==> src/rtl/adder.sv <==
// WIDTH-bit adder built from a ripple of 4-bit carry-lookahead groups, with a registered copy and flags.
// Optional ADDER_FLAGS_EN builds the signed-overflow and zero flags; otherwise they read 0.
module adder #(
  parameter int WIDTH = 32,
  parameter int GROUP = 4
) (
  input  logic             clk,
  input  logic             reset,
  input  logic [WIDTH-1:0] in_1,
  input  logic [WIDTH-1:0] in_2,
  input  logic             en,
  output logic [WIDTH-1:0] Sum_out,
  output logic [WIDTH-1:0] sum_q,
  output logic             carry_q,
  output logic             ovf_q,
  output logic             zero_q
);

  localparam int NGRP = WIDTH / GROUP;

  logic [WIDTH-1:0] gen_bit;
  logic [WIDTH-1:0] prop_bit;
  logic [NGRP:0]    c_grp;
  logic             carry_out;

  assign gen_bit  = in_1 & in_2;
  assign prop_bit = in_1 ^ in_2;
  assign c_grp[0] = 1'b0;

  genvar k;
  generate
    for (k = 0; k < NGRP; k++) begin : g_cla
      logic [GROUP-1:0] gg;
      logic [GROUP-1:0] pp;
      logic [GROUP-1:0] cin;
      logic             ci;
      logic             grp_g;
      logic             grp_p;

      assign gg = gen_bit[k*GROUP +: GROUP];
      assign pp = prop_bit[k*GROUP +: GROUP];
      assign ci = c_grp[k];

      // Bit carries inside the group come straight from g/p and the group carry-in.
      assign cin[0] = ci;
      assign cin[1] = gg[0] | (pp[0] & ci);
      assign cin[2] = gg[1] | (pp[1] & gg[0]) | (pp[1] & pp[0] & ci);
      assign cin[3] = gg[2] | (pp[2] & gg[1]) | (pp[2] & pp[1] & gg[0])
                    | (pp[2] & pp[1] & pp[0] & ci);

      assign grp_g = gg[3] | (pp[3] & gg[2]) | (pp[3] & pp[2] & gg[1])
                   | (pp[3] & pp[2] & pp[1] & gg[0]);
      assign grp_p = &pp;

      assign c_grp[k+1] = grp_g | (grp_p & ci);
      assign Sum_out[k*GROUP +: GROUP] = pp ^ cin;
    end
  endgenerate

  assign carry_out = c_grp[NGRP];

  always_ff @(posedge clk or posedge reset) begin
    if (reset) begin
      sum_q   <= '0;
      carry_q <= 1'b0;
    end else if (en) begin
      sum_q   <= Sum_out;
      carry_q <= carry_out;
    end
  end

`ifdef ADDER_FLAGS_EN
  logic ovf_c;
  logic zero_c;

  assign ovf_c  = (in_1[WIDTH-1] == in_2[WIDTH-1]) && (Sum_out[WIDTH-1] != in_1[WIDTH-1]);
  assign zero_c = (Sum_out == '0);

  // Zero flag resets high so it agrees with the cleared sum_q.
  always_ff @(posedge clk or posedge reset) begin
    if (reset) begin
      ovf_q  <= 1'b0;
      zero_q <= 1'b1;
    end else if (en) begin
      ovf_q  <= ovf_c;
      zero_q <= zero_c;
    end
  end
`else
  assign ovf_q  = 1'b0;
  assign zero_q = 1'b0;
`endif

endmodule

==> config.mk <==
export PLATFORM = sky130hd
export DESIGN_NAME = adder
export DESIGN_NICKNAME = d
export VERILOG_FILES = /design/src/rtl/adder.sv
export SDC_FILE = /design/constraint.sdc
export NUM_CORES = 1
export LEC_CHECK = 0
export ABC_AREA = 1
export CORE_ASPECT_RATIO = 0.7
export CORE_MARGIN = 1
export CORE_UTILIZATION = 43
export CTS_CLUSTER_DIAMETER = 40
export CTS_CLUSTER_SIZE = 10
export DETAILED_ROUTE_END_ITERATION = 10
export PLACE_DENSITY_LB_ADDON = 0.08
export REMOVE_ABC_BUFFERS = 1
export SYNTH_ARGS = -nofsm -noshare
export SYNTH_HDL_FRONTEND = slang
export SYNTH_SLANG_ARGS = --single-unit
==> constraint.sdc <==
create_clock -name clk -period 7.8 [get_ports clk]
set_clock_uncertainty 0.2 [all_clocks]
set_input_delay 0.78 -clock clk [delete_from_list [all_inputs] [get_ports clk]]
set_output_delay 0.78 -clock clk [all_outputs]
set_load 0.03 [all_outputs]
==> flow_metrics.py <==
metrics = {
    "cells_and_area": {
        "drive_gt1_share_pct": 5.87,
        "final_cell_mix": "131 x clkdlybuf4s50_1, 121 x nand2_1, 33 x dfrtp_1",
        "nNetsFinal": 549,
        "fillers": 484,
        "antenna-diode-count": 0,
        "syn_to_final_growth_pct": 56.0,
        "mostFrequentLayoutCell": "clkdlybuf4s50_1",
    },
    "synthesis": {
        "synthesis.instances": 310,
        "yosys_warnings": 0,
        "seq_area_frac_synth_pct": 32.0,
        "synth_area_um2": 2580,
        "ys_ff_latch": 33,
        "ys_types": 27,
        "avgSynthCellArea_um2": 8.31,
    },
    "cts": {
        "clock_latency_ns": 0.28,
        "htreeDepth": 2,
        "cts_tree": "built",
        "post_cts_buffers": 0,
        "cts_resized": 0,
        "clock_path_buffers": 2,
        "clkTransAtPathRegs_ns": 0.07,
        "cts-root-buf": "clkbuf_8",
        "numCtsBuffers": 5,
        "holdBufCountCts": 0,
        "clock-sinks": 33,
    },
    "setup_path": {
        "path_cells": "clkdlybuf4s50_1 -> ha_1 -> or2_0 -> nand2_1 -> nand2_2 -> nand2_2 -> nand2_4 -> nand2_4 -> nand2_4 -> nand2_4 -> nand2_4 -> nand2_4 -> nand2_4 -> nand2_2 -> nand2_4 -> nand2_4 -> nand2_4 -> fa_1 -> xor2_1 -> clkdlybuf4s50_1",
        "rr_endpoint": "sum_q[23]",
        "critPathMaxStageDelay_ns": 0.71,
        "critPathKind": "in -> out",
        "crit_start": "in_1[3]",
        "cp_slowest_cell": "clkdlybuf4s50_1",
        "cp.required_ns": 6.82,
        "rrSetupSlack_ns": 6.95,
        "path_common_cell": "nand2_4",
        "cp-endpoint": "Sum_out[29]",
        "timing.rr.start": "sum_q[23]",
        "reg2reg_depth": 2,
        "crit_path_max_fanout": 4,
        "crit_arrival_ns": 4.03,
        "cp-start-kind": "input pin",
        "cp-end-kind": "output port",
    },
    "sta": {
        "slew-limit-headroom_pct": 29.8,
        "hold_violations": 0,
        "drv_slew": 0,
        "tightestPinTransition_ns": 1.05,
        "fmax_ghz": 0.199,
        "setup_viol": 0,
        "fin_setup_tns_ns": 0,
        "period_needed_ns": 5.01,
        "layout_setup_ws_ns": 2.79,
        "fin_crit_sh_pct": 64.3,
        "whs_ns": 0.269,
        "rsz0062_at_grt": "no",
    },
    "global_routing": {
        "grt_max_degree": 36,
        "grt_util_all_layers_pct": 22.6,
        "grt_pass1_vias": 2351,
        "grt-ovfl-total": 0,
        "grt_pass1_wl_um": 10700,
        "antenna_found_initial": 0,
    },
    "outcome": {
        "status": "complete, no violations",
    },
    "floorplan": {
        "initial_core_util_pct": 44.8,
        "rows": 23,
        "coreArea_um2": 5760,
        "die-area_um2": 6310,
        "dieWidth_um": 94.5,
        "dieHeight_um": 66.8,
        "pin_count": 134,
    },
    "route": {
        "drc_errors": 0,
        "vias": 2519,
        "first_pass_iters": 4,
        "drt_iter0_drc": 90,
        "drt-total-wl_um": 6710,
        "avgViaCountPerCell": 4.86,
        "wl_per_cell_um": 12.9,
        "antenna_left": 0,
    },
    "power_and_ir_drop": {
        "fin_total_pwr_mw": 0.812,
        "power.leakage_nw": 1.95,
        "power.density_nw_per_um2": 202,
        "peakVddDrop_v": 0.000109,
    },
    "place": {
        "dp_hpwl_um": 5410,
        "dp_slack_ns": 2.79,
        "port_buffers": 131,
        "gp_congestion": 0.794,
    },
    "worst_hold_path": {
        "hold_path.class": "reg -> reg",
    },
    "job": {
        "maxCapViolCount": 0,
    },
}
==> kinds of logic (layout without fill, tap and decap cells) <==
logic type                 after synthesis  after routing  share of synthesized area [%]
adders and majority gates               40             40                           21.7
xor gates and xnor gates                18             18                           6.12
and+or+nand+nor                        178            178                           31.3
DFF                                     33             33                           32.0
AOI/OAI and AO/OA                       22             22                           5.05
other                                    1              2                          0.145
buffers and inverters                   18            150                           3.64
==> per-layer routing <==
metal	vias up	part of all wire, %	track usage (%)	routed length [um]
li1	1258	-	-	-
met1	1171	44	27.6	2930
met2	81	48	39.2	3230
met3	9	7.0	5.59	467
met4	0	1.1	7.01	74
met5	-	0	0	0
==> metrics by stage <==
step                instances  instance area [um^2]  utilization [%]
floorplan                 302                  2520                -
global placement          510                  3940             68.5
detailed placement        510                  3940             68.5
CTS                       518                  4020             69.9
global route              518                  4020             69.9
finish                    518                  4020             69.9
==> synthesized netlist by cell type <==
library cell | instances | area, um^2
a211oi_1 | 1 | 7.51
a211oi_2 | 1 | 12.5
a21o_2 | 1 | 8.76
a21oi_1 | 16 | 80.1
a31oi_1 | 1 | 6.26
and2_1 | 3 | 18.8
and2_4 | 1 | 8.76
buf_4 | 3 | 22.5
buf_6 | 2 | 22.5
clkbuf_1 | 4 | 15.0
conb_1 | 1 | 3.75
dfrtp_1 | 33 | 826
fa_1 | 8 | 160
ha_1 | 32 | 400
inv_1 | 9 | 33.8
nand2_1 | 121 | 454
nand2_2 | 5 | 31.3
nand2_4 | 10 | 113
nand3_1 | 13 | 65.1
nand3b_1 | 3 | 22.5
nand4_1 | 2 | 12.5
nor2_1 | 18 | 67.6
nor2_2 | 1 | 6.26
o21bai_1 | 2 | 15.0
or2_0 | 1 | 6.26
xnor2_1 | 4 | 35.0
xor2_1 | 14 | 123
==> critical path: cells and delay by family <==
| kind | cells | cell delay, ns |
|---|---|---|
| XOR/XNOR | 1 | 0.22 |
| buffers and inverters | 2 | 1.11 |
| adder cells (fa/ha/maj) | 2 | 0.71 |
| AND/OR/NAND/NOR | 15 | 1.21 |
==> sequential cells by signal, indices dropped and copies added (netlist names) <==
| register | count |
|---|---|
| carry_q | 1 |
| sum_q | 32 |
==> cell type report <==
| cell class | count | area, um^2 | share of cell area (%) |
|---|---|---|---|
| Tap cell | 75 | 93.8 | 2.33 |
| Timing Repair Buffer | 133 | 1330 | 33.0 |
| Inverter | 9 | 33.8 | 0.840 |
| Multi-Input combinational cell | 260 | 1660 | 41.3 |
| Sequential cell | 33 | 826 | 20.5 |
| Clock buffer | 8 | 80.1 | 1.99 |
==> worst min path at each step <==
stage | slack [ns] | start | depth (start not counted) | endpoint
finish | 0.27 | sum_q[20] | 2 | sum_q[20]
CTS | 0.27 | sum_q[12] | 2 | sum_q[12]
detailed placement | 0.26 | sum_q[12] | 2 | sum_q[12]
floorplan | 0.46 | sum_q[0] | 2 | sum_q[0]
global placement | 0.25 | sum_q[28] | 2 | sum_q[28]
global route | 0.30 | sum_q[12] | 2 | sum_q[12]
==> report_power, final <==
group	internal (mW)	switching, mW	total (mW)	leakage [nW]
logic	0.199	0.268	0.467	1.51
clock network	0.0634	0.0619	0.125	0.0395
registers	0.203	0.0166	0.220	0.400
total	0.466	0.347	0.812	1.95
No activity file was read; power rests on OpenSTA's default activity.
